--- src/rtl/xs_sched_pkg.sv ---
// Shared types and constants for the xorshift32 step scheduler:
// FSM encoding, seed padding and the hex-digit 7-segment table.
package xs_sched_pkg;

  typedef enum logic [1:0] {
    LOAD   = 2'd0,
    WARMUP = 2'd1,
    RUN    = 2'd2
  } fsm_t;

  // Upper seed bits; nonzero, so an expanded seed can never be the all-zero fixed point
  localparam logic [25:0] SEED_PAD = 26'h2545F49;

  // Active-high {g,f,e,d,c,b,a}, entry 15 first
  localparam logic [15:0][6:0] HEX_SEG = {
    7'h71, 7'h79, 7'h5E, 7'h39, 7'h7C, 7'h77, 7'h6F, 7'h7F,
    7'h07, 7'h7D, 7'h6D, 7'h66, 7'h4F, 7'h5B, 7'h06, 7'h3F
  };

  function automatic logic [6:0] seg_of(input logic [3:0] nibble);
    return HEX_SEG[nibble];
  endfunction

endpackage

--- src/rtl/xorshift32_next.sv ---
// One combinational xorshift32 round (13/17/5); shifted-out bits are dropped.
module xorshift32_next (
  input  logic [31:0] x,
  output logic [31:0] y
);

  logic [31:0] s1;
  logic [31:0] s2;

  assign s1 = x ^ (x << 13);
  assign s2 = s1 ^ (s1 >> 17);
  assign y  = s2 ^ (s2 << 5);

endmodule

--- src/rtl/xorshift_step_scheduler.sv ---
// Controller around one xorshift32 datapath: seed load, warm-up, periodic tick,
// round-robin on-demand steps for two requesters, and a hex digit display.
module xorshift_step_scheduler
  import xs_sched_pkg::*;
#(
  parameter int unsigned MAX_COUNT     = 10_000_000,
  parameter int unsigned WARMUP_ROUNDS = 8
) (
  input  logic        clk,
  input  logic        rst,
  input  logic [5:0]  seed,
  input  logic        reseed,
  input  logic [1:0]  req,
  output logic [1:0]  gnt,
  output logic [31:0] rnd,
  output logic        busy,
  output logic [6:0]  segments
);

  localparam int TICK_W = $clog2(MAX_COUNT);
  localparam int WARM_W = (WARMUP_ROUNDS > 1) ? $clog2(WARMUP_ROUNDS) : 1;
  localparam logic [TICK_W-1:0] TICK_LAST = TICK_W'(MAX_COUNT - 1);
  localparam logic [WARM_W-1:0] WARM_LAST = WARM_W'(WARMUP_ROUNDS - 1);

  fsm_t              fsm_reg, fsm_next;
  logic [31:0]       state_reg;
  logic [31:0]       step_val;
  logic [TICK_W-1:0] tick_cnt_reg;
  logic [WARM_W-1:0] warm_cnt_reg;
  logic              rr_ptr_reg;
  logic [1:0]        gnt_reg;
  logic [31:0]       rnd_reg;
  logic [6:0]        seg_reg;

  logic [1:0]        elig;
  logic [1:0]        grant_next;
  logic              load_en;
  logic              step_en;
  logic              tick;

  xorshift32_next u_step (
    .x (state_reg),
    .y (step_val)
  );

  // A requester currently holding its grant is masked so one held request yields one grant
  generate
    for (genvar gi = 0; gi < 2; gi++) begin : g_elig
      assign elig[gi] = req[gi] & ~gnt_reg[gi];
    end
  endgenerate

  always_ff @(posedge clk) begin
    if (rst) fsm_reg <= LOAD;
    else     fsm_reg <= fsm_next;
  end

  always_comb begin
    fsm_next = fsm_reg;
    case (fsm_reg)
      LOAD:    fsm_next = WARMUP;
      WARMUP:  fsm_next = (warm_cnt_reg == WARM_LAST) ? RUN : WARMUP;
      RUN:     fsm_next = reseed ? LOAD : RUN;
      default: fsm_next = LOAD;
    endcase
  end

  always_comb begin
    load_en    = 1'b0;
    step_en    = 1'b0;
    tick       = 1'b0;
    grant_next = 2'b00;
    case (fsm_reg)
      LOAD:   load_en = 1'b1;
      WARMUP: step_en = 1'b1;
      RUN: begin
        tick = (tick_cnt_reg == TICK_LAST);
        // Reseed pre-empts both the tick and any grant in the same cycle
        if (!reseed) begin
          if (elig == 2'b11) grant_next = rr_ptr_reg ? 2'b10 : 2'b01;
          else               grant_next = elig;
          step_en = tick || (grant_next != 2'b00);
        end
      end
      default: ;
    endcase
  end

  always_ff @(posedge clk) begin
    if (rst) begin
      state_reg <= '0;
      seg_reg   <= '0;
    end else begin
      if (load_en)      state_reg <= {SEED_PAD, seed};
      else if (step_en) state_reg <= step_val;
      if (step_en)      seg_reg   <= seg_of(step_val[3:0]);
    end
  end

  always_ff @(posedge clk) begin
    if (rst) begin
      gnt_reg    <= '0;
      rnd_reg    <= '0;
      rr_ptr_reg <= 1'b0;
    end else begin
      gnt_reg <= grant_next;
      if (grant_next != 2'b00) begin
        rnd_reg    <= step_val;
        rr_ptr_reg <= grant_next[0];
      end
    end
  end

  always_ff @(posedge clk) begin
    if (rst) begin
      tick_cnt_reg <= '0;
      warm_cnt_reg <= '0;
    end else begin
      case (fsm_reg)
        LOAD: begin
          tick_cnt_reg <= '0;
          warm_cnt_reg <= '0;
        end
        WARMUP: warm_cnt_reg <= warm_cnt_reg + WARM_W'(1);
        RUN:    tick_cnt_reg <= tick ? '0 : tick_cnt_reg + TICK_W'(1);
        default: ;
      endcase
    end
  end

  assign gnt      = gnt_reg;
  assign rnd      = rnd_reg;
  assign busy     = (fsm_reg != RUN);
  assign segments = seg_reg;

endmodule

--- config.mk ---
export PLATFORM = sky130hd
export DESIGN_NAME = xorshift_step_scheduler
export DESIGN_NICKNAME = d
export VERILOG_FILES = /design/src/rtl/xs_sched_pkg.sv /design/src/rtl/xorshift32_next.sv /design/src/rtl/xorshift_step_scheduler.sv
export SDC_FILE = /design/constraint.sdc
export NUM_CORES = 1
export LEC_CHECK = 0
export ABC_AREA = 1
export CAP_MARGIN = 20
export CORE_MARGIN = 4
export CORE_UTILIZATION = 55
export CTS_BUF_LIST = sky130_fd_sc_hd__clkbuf_16
export CTS_CLUSTER_SIZE = 8
export DETAILED_ROUTE_END_ITERATION = 16
export PLACE_DENSITY = 0.78
export RECOVER_POWER = 100
export SLEW_MARGIN = 0
export SYNTH_ARGS = -nofsm -noshare
export SYNTH_HDL_FRONTEND = slang
export SYNTH_SLANG_ARGS = --single-unit
--- constraint.sdc ---
create_clock -name clk -period 2.8 [get_ports clk]
set_clock_uncertainty 0.15 [all_clocks]
set_input_delay 0.56 -clock clk [delete_from_list [all_inputs] [get_ports clk]]
set_output_delay 0.56 -clock clk [all_outputs]
set_load 0.005 [all_outputs]
; ---- Yosys cells after proc, flatten, opt, wreduce, memory -nomap -nowiden
; Memory sizes are Yosys's and may differ from the RTL's. A register that Yosys moved wholly into a read port is not among the register bits.
; Cells that the tools add are included.
[word_totals]
register_bits = 96
mem_bits_ro = 112
wordCells = 50
mem_count = 1
[memory_table]
columns = memory, words, word_bits, read_ports, rd_ports_with_merged_regs, write_ports, line_no
row1 = (no name shown), 16, 7, 1, 1, 0, xs_sched_pkg.sv:21  ; return HEX_SEG[nibble];
[classes]
addsub = 2
eq_ne = 6
n_mux = 18
bitwise = 7
n_reduce_logical = 8
[ops]
columns = op, count
row1 = 32-bit two-way mux, 2
row2 = 32-bit XOR, 2
row3 = 24-bit one-hot mux with 2 select lines, 1
row4 = 32-bit by 15-bit XOR with 32-bit output, 1
row5 = "24-bit by 1-bit adder with 24-bit output, second input constant", 1
row6 = "24-bit equality test, second input constant", 1
row7 = 24-bit two-way mux, 1
row8 = 2-bit two-way mux, 8
row9 = 2-bit nonzero test, 5
row10 = 2-bit one-hot mux with 3 select lines, 1
row11 = 3-bit one-hot mux with 2 select lines, 1
row12 = "2-bit equality test, second input constant", 2
row13 = "3-bit by 1-bit adder with 3-bit output, second input constant", 1
row14 = "3-bit equality test, second input constant", 1
row15 = 1-bit two-way mux, 3
row16 = 1-bit AND, 2
row17 = "2-bit by 1-bit equality test with 1-bit output, second input constant", 1
row18 = 2-bit zero test, 1
row19 = "2-bit != test, second input constant", 1
row20 = 1-bit NOT, 2
row21 = 1-bit one-hot mux with 2 select lines, 1
row22 = 2-bit OR reduction, 1
row23 = 1-bit logical OR, 1

; ---- Depth between registers and ports, before layout
; Gate-level depths: netlist of run 1.
[depth]
word_depth = 12
depth_mapped = 13
ltp_nobuf = 13

; ---- Modules after synthesis
; From an unflattened synthesis of run 1, not the netlist that was laid out.
[hier_totals]
cells_unflattened = 948
area_unflattened_um2 = 5900.7
[by_module_without_submodules]
columns = module, n_inst, cells_each, area_each_um2, seq_area_each_um2
row1 = xorshift_step_scheduler, 1, 690, 4802.1, 2062.0
row2 = xorshift32_next, 1, 258, 1098.6, 0.0

; ---- Least setup slack after synthesis of run 1
; Ideal clock, no wire load.
[synth_timing]
path_type = register to register
from = reg state_reg[5]
to = reg seg_reg[2], in the netlist segments[2]
setup_ns = 0.128
arrival_time_ns = 1.747
required_ns = 2.522
path_slack_ns = 0.775
path_stages_with_launch = 12
n_path_buf = 0
period_less_slack_ns = 2.025
cell_sequence = dfxtp_1 inv_2 nand2_1 nand2_1 xnor2_2 inv_1 ha_1 or2_2 o21ai_0 nand2_1 o21ai_0 nor2_1
[synth_via]
elab_chain_cells = 3
[synth_rtl]
columns = item, line_no
row1 = start: declaration, xorshift_step_scheduler.sv:26  ; logic [31:0] state_reg;
row2 = start signal: assignment, xorshift_step_scheduler.sv:94  ; if (load_en) state_reg <= {SEED_PAD, seed};
row3 = start signal: assignment, xorshift_step_scheduler.sv:95  ; else if (step_en) state_reg <= step_val;
row4 = 32-bit XOR, xorshift32_next.sv:10  ; assign s1 = x ^ (x << 13);
row5 = 32-bit by 15-bit XOR with 32-bit output, xorshift32_next.sv:11  ; assign s2 = s1 ^ (s1 >> 17);
row6 = 32-bit XOR, xorshift32_next.sv:12  ; assign y = s2 ^ (s2 << 5);
row7 = net step_val[1], xorshift_step_scheduler.sv:27  ; logic [31:0] step_val;
row8 = end: declaration, xorshift_step_scheduler.sv:33  ; logic [6:0] seg_reg;
; The timed path passes the listed nets, and every way through them passes these cells.
; A chain may end at the register's enable or synchronous reset.

==> results_dict.tcl, run 1 <==
set metrics [dict create \
    outcome "finished clean" \
    synth_edf_count 0 \
    dr.first_iter.drc_count 297 \
    num_io_pins 53 \
    cts_max_level 3 \
    numCtsBuffers 9 \
    cp.required_ns 2.92 \
    ant_nets 0 \
    worstMarginPinSlew_ns 1.054 \
    power_frac_comb 0.181 \
    regArea_um2 2062 \
    post-cts-setup-buffer-count 0 \
    relSlewSlack 0.2971 \
    setup_tns_ns 0 \
    first_global_vias 4986 \
    crit_path_end_kind "flop" \
    grt_max_degree 52 \
    syn_area_um2 5428 \
    r2r-end "state_reg[11]$_SDFFE_PP0P_" \
    syn_to_final_growth_pct 16.34 \
    core_um2 9415 \
    power.switching_w 0.0009963 \
    clock-sinks 103 \
    syn-mean-instance-area_um2 6.932 \
    wl_mm 14.04 \
    clockRootBuffer "clkbuf_16" \
    hold_path_end "warm_cnt_reg[0]$_SDFFE_PP0P_" \
    hold_start "warm_cnt_reg[0]$_SDFFE_PP0P_" \
    rows 35 \
    rsz0062_at_grt "no" \
    grt_usage 0.2554 \
    die_height_um 107.3 \
    final_cell_mix "nand2_1 (181), nor2_1 (124), dfxtp_1 (103)" \
    path_clk_slew_ns 0.07 \
    worstPathArrival_ns 2.67 \
    final_common_cell "nand2_1" \
    cap_viol_max_count 0 \
    fin_util 0.6707 \
    p_int_w 0.002410 \
    multi_input_area_um2 2909 \
    swShare 0.2925 \
    power_density_nw_per_um2 539.4 \
    start_kind "input pin" \
    drt-pass1-iter-count 5 \
    ys.warnings.count 0 \
    gp_congestion 0.9310 \
    power_frac_clock 0.365 \
    syn_nets 808 \
    max_freq_mhz 393.1 \
    start_util 0.5765 \
    r2r_start "tick_cnt_reg[1]$_SDFFE_PP0P_" \
    gr-total-overflow 0 \
    cts_hold_buffers 0 \
    synth_cell_type_count 38 \
    nNetsFinal 853 \
    worstSetupPathType "in2reg" \
    min_delay_path_depth 1 \
    min_period_over_period 0.9084 \
    die_x_um 107.3 \
    post-route-min-period_ns 2.544 \
    cts_resized 0 \
    rrSetupSlack_ns 0.32 \
    die_area_um2 11520 \
    diodes 0 \
    setup_viol 0 \
    path_cells "clkdlybuf4s50_1 > clkbuf_2 > inv_1 > clkbuf_2 > nand2_1 > nor3_1" \
    vias_per_cell 5.312 \
    path_max_fanout 51 \
    cp_top_family "buffers and inverters" \
    wire_per_inst_um 14.59 \
    drc 0 \
    synth_seq_cells 103 \
    drive_gt1_frac 0.05402 \
    clockBufferDepth 2 \
    via_count 5110 \
    slowest_stage "clkbuf_2" \
    synth_async_sr_flop_share 0 \
    peakVddDrop_mv 0.4745 \
    worstSkewPairLatency_ns 0.35 \
    seqPwrFrac 0.454 \
    cts_tree "yes" \
    yosys-top-cells-area "dfxtp_1 (38%), nand2_1 (12%), nor2_1 (8.6%)" \
    port_buffers 52 \
    fill_cells 842 \
    worst_path_largest_cell_delay_ns 0.79 \
    min_path_type "reg2reg" \
    crit_buf_inv 4 \
    yosys.area.top_type "dfxtp_1" \
    ff2ff_path_depth 9 \
    critPathMostFrequentCell "clkbuf_2" \
    antenna_found_initial 0 \
    synth_cells 783 \
    p_leak_nw 2.794 \
    synthFlopType "dfxtp_1" \
    grt_pass1_wl_mm 23.81 \
    yosysSeqAreaShare 0.3799 \
    synth.top_cell.area_share 0.3799 \
    drv_slew 0 \
    hpwl_mm 9.938 \
    hold_violations 0 \
]
-- synth_stat cells (5+ instances only) --
cell type,n
nand2_1,180
nor2_1,124
dfxtp_1,103
inv_1,76
o21ai_0,60
a21oi_1,47
nand3_1,38
xnor2_1,30
xor2_1,21
clkbuf_1,15
ha_1,14
nor3_1,11
buf_2,7
o211ai_1,6
o21ai_1,5
-- kinds of logic (layout without fill, tap and decap cells) --
family,Yosys count,in the layout,synth area share
adders and majority gates,14,14,0.03227
and+or+nand+nor,378,378,0.2909
AOI/OAI and AO/OA,125,125,0.1224
xor gates and xnor gates,54,54,0.09129
buffers and inverters,109,159,0.08321
DFF,103,103,0.3799
-- cell type report --
| type | instances | share of cell area |
|---|---|---|
| multi-input combinational | 571 | 0.4607 |
| timing repair buffer | 63 | 0.09372 |
| inverter | 80 | 0.04755 |
| clock buffer | 9 | 0.03566 |
| clock inverter | 7 | 0.01030 |
| tap | 129 | 0.02556 |
| sequential | 103 | 0.3265 |
-- layer usage --
layer	wire [um]	GRT usage	vias up	part of all wire
met5	0	0	-	0
met4	258	0.07214	0	0.018
met3	878	0.05099	24	0.063
met2	6822	0.4531	153	0.49
met1	6082	0.3135	2366	0.43
li1	-	-	2567	-
-- metrics by stage --
stage / hold slack (ns) / power [W] / setup WS [ns] / cells / instance area, um^2
global placement: 0.2972 / 0.002168 / 0.05621 / 946 / 6048
finish: 0.3208 / 0.003406 / 0.2564 / 962 / 6315
global route: 0.3493 / 0.003562 / 0.08477 / 962 / 6315
CTS: 0.3143 / 0.003428 / 0.3325 / 962 / 6339
detailed placement: 0.3029 / 0.002184 / -0.03342 / 946 / 6048
floorplan: 0.2827 / 0.002008 / 0.7751 / 783 / 5428
-- power groups by stage --
| stage | clock (W) | sequential [W] | combinational (W) |
|---|---|---|---|
| 4_1_cts | 0.00127 | 0.00155 | 0.000614 |
| 3_3_place_gp | 0 | 0.00158 | 0.000592 |
| 3_5_place_dp | 0 | 0.00158 | 0.000606 |
| 2_1_floorplan | 0 | 0.00157 | 0.000438 |
| 6_report | 0.00124 | 0.00155 | 0.000616 |
| 5_1_grt | 0.00133 | 0.00155 | 0.000679 |
-- worst register-to-register path, cell delays in order, from the launching register on --
cell and delay, ns:
dfxtp_1 0.36, ha_1 0.21, nand3_1 0.18, nor3_2 0.27, nand3_2 0.12, nand2_4 0.12
nand2_2 0.25, clkbuf_2 0.37, o21ai_0 0.25, a21oi_1 0.07
-- worst max path at each step --
stage,to,cells past startpoint,start,slack (ns)
finish,tick_cnt_reg[3]$_SDFFE_PP0P_,6,rst,0.26
CTS,rnd[10]$_SDFFE_PP0P_,8,req[0],0.33
floorplan,segments[2]$_SDFFE_PP0P_,11,state_reg[5]$_SDFFE_PP0P_,0.78
global route,rnd[10]$_SDFFE_PP0P_,8,req[0],0.08
global placement,rnd[13]$_SDFFE_PP0P_,8,req[0],0.06
detailed placement,rnd[10]$_SDFFE_PP0P_,8,req[0],-0.03
(Power assumes the default switching activity.)
==> inputs of run 2 (changes only) <==
CELL_PAD_IN_SITES_DETAIL_PLACEMENT = 1   (was default)
CELL_PAD_IN_SITES_GLOBAL_PLACEMENT = 2   (was default)
CORE_UTILIZATION = 32   (was 55)
GPL_ROUTABILITY_DRIVEN = 1   (was default)
PLACE_DENSITY = 0.8   (was 0.78)
==> run 2 against run 1 <==
Against the previous run:
- setup slack got worse by 0.0020 ns
- largest cell class unchanged
- critical path type is now reg2out
- die area increased by 66%
- clock power increased by 5%
- utilization decreased by 28 points
- design area increased by 2.6%
- non-clock buffer count increased by 6
- clock-buffer cell count unchanged
- critical endpoint is now busy
- wire length increased by 17%
- first-iteration DRC count decreased by 2.0%
- fmax about the same
- register-to-register slack improved by 0.05 ns
==> results_dict.tcl, run 2 (same netlist as run 1, synthesis figures left out) <==
set metrics [dict create \
    worstSetupPathType "reg2out" \
    grt_usage 0.1754 \
    via_count 5049 \
    worst_slack_ns 0.2543 \
    start_kind "flop" \
    p_leak_nw 2.829 \
    first_global_vias 5292 \
    power_frac_clock 0.374 \
    max_freq_mhz 392.8 \
    final_cell_mix "nand2_1 (182), nor2_1 (125), dfxtp_1 (103)" \
    final_common_cell "nand2_1" \
    numCtsBuffers 9 \
    cts_hold_buffers 0 \
    min_path_type "reg2reg" \
    clock-sinks 103 \
    seqPwrFrac 0.443 \
    antenna_found_initial 0 \
    core_um2 16580 \
    post-cts-setup-buffer-count 0 \
    grt_max_degree 34 \
    path_clk_slew_ns 0.07 \
    die_height_um 138.2 \
    die_area_um2 19110 \
    cts_max_level 3 \
    cts_resized 0 \
    relSlewSlack 0.3654 \
    drt-pass1-iter-count 4 \
    port_buffers 52 \
    hold_slack_ns 0.3141 \
    drv_slew 0 \
    ant_nets 0 \
    min_period_over_period 0.9092 \
    syn_to_final_growth_pct 19.34 \
    num_io_pins 53 \
    hpwl_mm 12.31 \
    p_int_w 0.002426 \
    gp_congestion 0.8059 \
    drc 0 \
    swShare 0.3042 \
    rows 47 \
    fill_cells 2152 \
    cap_viol_max_count 0 \
    crit_path_end_kind "output port" \
    setup_tns_ns 0 \
    wl_mm 16.49 \
    drive_gt1_frac 0.05721 \
    worstSkewPairLatency_ns 0.36 \
    rsz0062_at_grt "no" \
    die_x_um 138.2 \
    clockRootBuffer "clkbuf_16" \
    grt_pass1_wl_mm 27.48 \
    setup_viol 0 \
    path_max_fanout 9 \
    diodes 0 \
    vias_per_cell 4.768 \
    hold_violations 0 \
    dp.cells 1043 \
    wire_per_inst_um 15.57 \
    worstMarginPinSlew_ns 0.9484 \
    finalNonFillerCells 1059 \
    power_frac_comb 0.183 \
    cp.required_ns 2.09 \
    cts_tree "yes" \
    power.switching_w 0.001060 \
    clockBufferDepth 2 \
    gr-total-overflow 0 \
    peakVddDrop_mv 0.3206 \
    start_util 0.3273 \
    power_density_nw_per_um2 538.1 \
    dr.first_iter.drc_count 291 \
    outcome "finished clean" \
    post-route-min-period_ns 2.546 \
    worstPathArrival_ns 1.84 \
    nNetsFinal 859 \
    pre_cts_ws_ns 0.1573 \
]
-- run 2: cell count changes in the layout (fill, tap and decap cells not counted), moves of 2 or more --
cell / previous run / this run
clkbuf_1: 1 / 3
nor2_2: 2 / 0
o21ai_1: 2 / 0
o21ai_0: 63 / 65
nand2_2: 3 / 1
buf_4: 7 / 9
-- run 2: path summary, 6_finish.rpt --
| kind | cells past startpoint | slack (ns) | from | endpoint |
|---|---|---|---|---|
| hold / removal | 2 | 0.31 | tick_cnt_reg[22]$_SDFFE_PP0P_ | tick_cnt_reg[22]$_SDFFE_PP0P_ |
| setup reg to reg | 6 | 0.37 | fsm_reg[0]$_SDFF_PP0_ | state_reg[11]$_SDFFE_PP0P_ |
| hold reg to reg | 2 | 0.31 | tick_cnt_reg[22]$_SDFFE_PP0P_ | tick_cnt_reg[22]$_SDFFE_PP0P_ |
| setup / recovery | 5 | 0.25 | fsm_reg[0]$_SDFF_PP0_ | busy |
-- run 2: metal layers --
layer,global-route usage,part of all wire
met1,0.2160,0.46
met2,0.3196,0.51
met3,0.02659,0.019
met4,0.04524,0.010
met5,0,0
-- run 2: critical path, stage by stage, from the launching register on --
cell             delay [ns]
dfxtp_1                0.38
inv_1                  0.09
ha_1                   0.21
clkbuf_2               0.22
inv_1                  0.09
clkdlybuf4s50_1        0.49
-- run 2: area by class of cell --
cell class | instances | area, um^2 | share of cell area
Clock inverter | 7 | 73.82 | 0.01140
Sequential cell | 103 | 2062 | 0.3183
Inverter | 80 | 300.3 | 0.04636
Tap cell | 220 | 275.3 | 0.04250
Timing Repair Buffer | 69 | 626.9 | 0.09677
Clock buffer | 9 | 225.2 | 0.03477
Multi-Input combinational cell | 571 | 2914 | 0.4499
-- run 2: power groups by stage --
stage	Combinational, W	Sequential (W)	Clock, W
floorplan	0.000438	0.00157	0
global placement	0.000643	0.00158	0
detailed placement	0.000651	0.00158	0
CTS	0.000656	0.00155	0.00135
global route	0.000712	0.00155	0.00141
finish	0.000637	0.00154	0.00130
-- run 2: through the flow --
stage	util	power, W	area [um^2]
final	0.3906	0.003486	6477
after global routing	0.3906	0.003673	6477
after CTS	0.3923	0.003551	6506
after detailed placement	0.3743	0.002231	6207
after global placement	0.3743	0.002220	6207
after floorplan	-	0.002008	5428
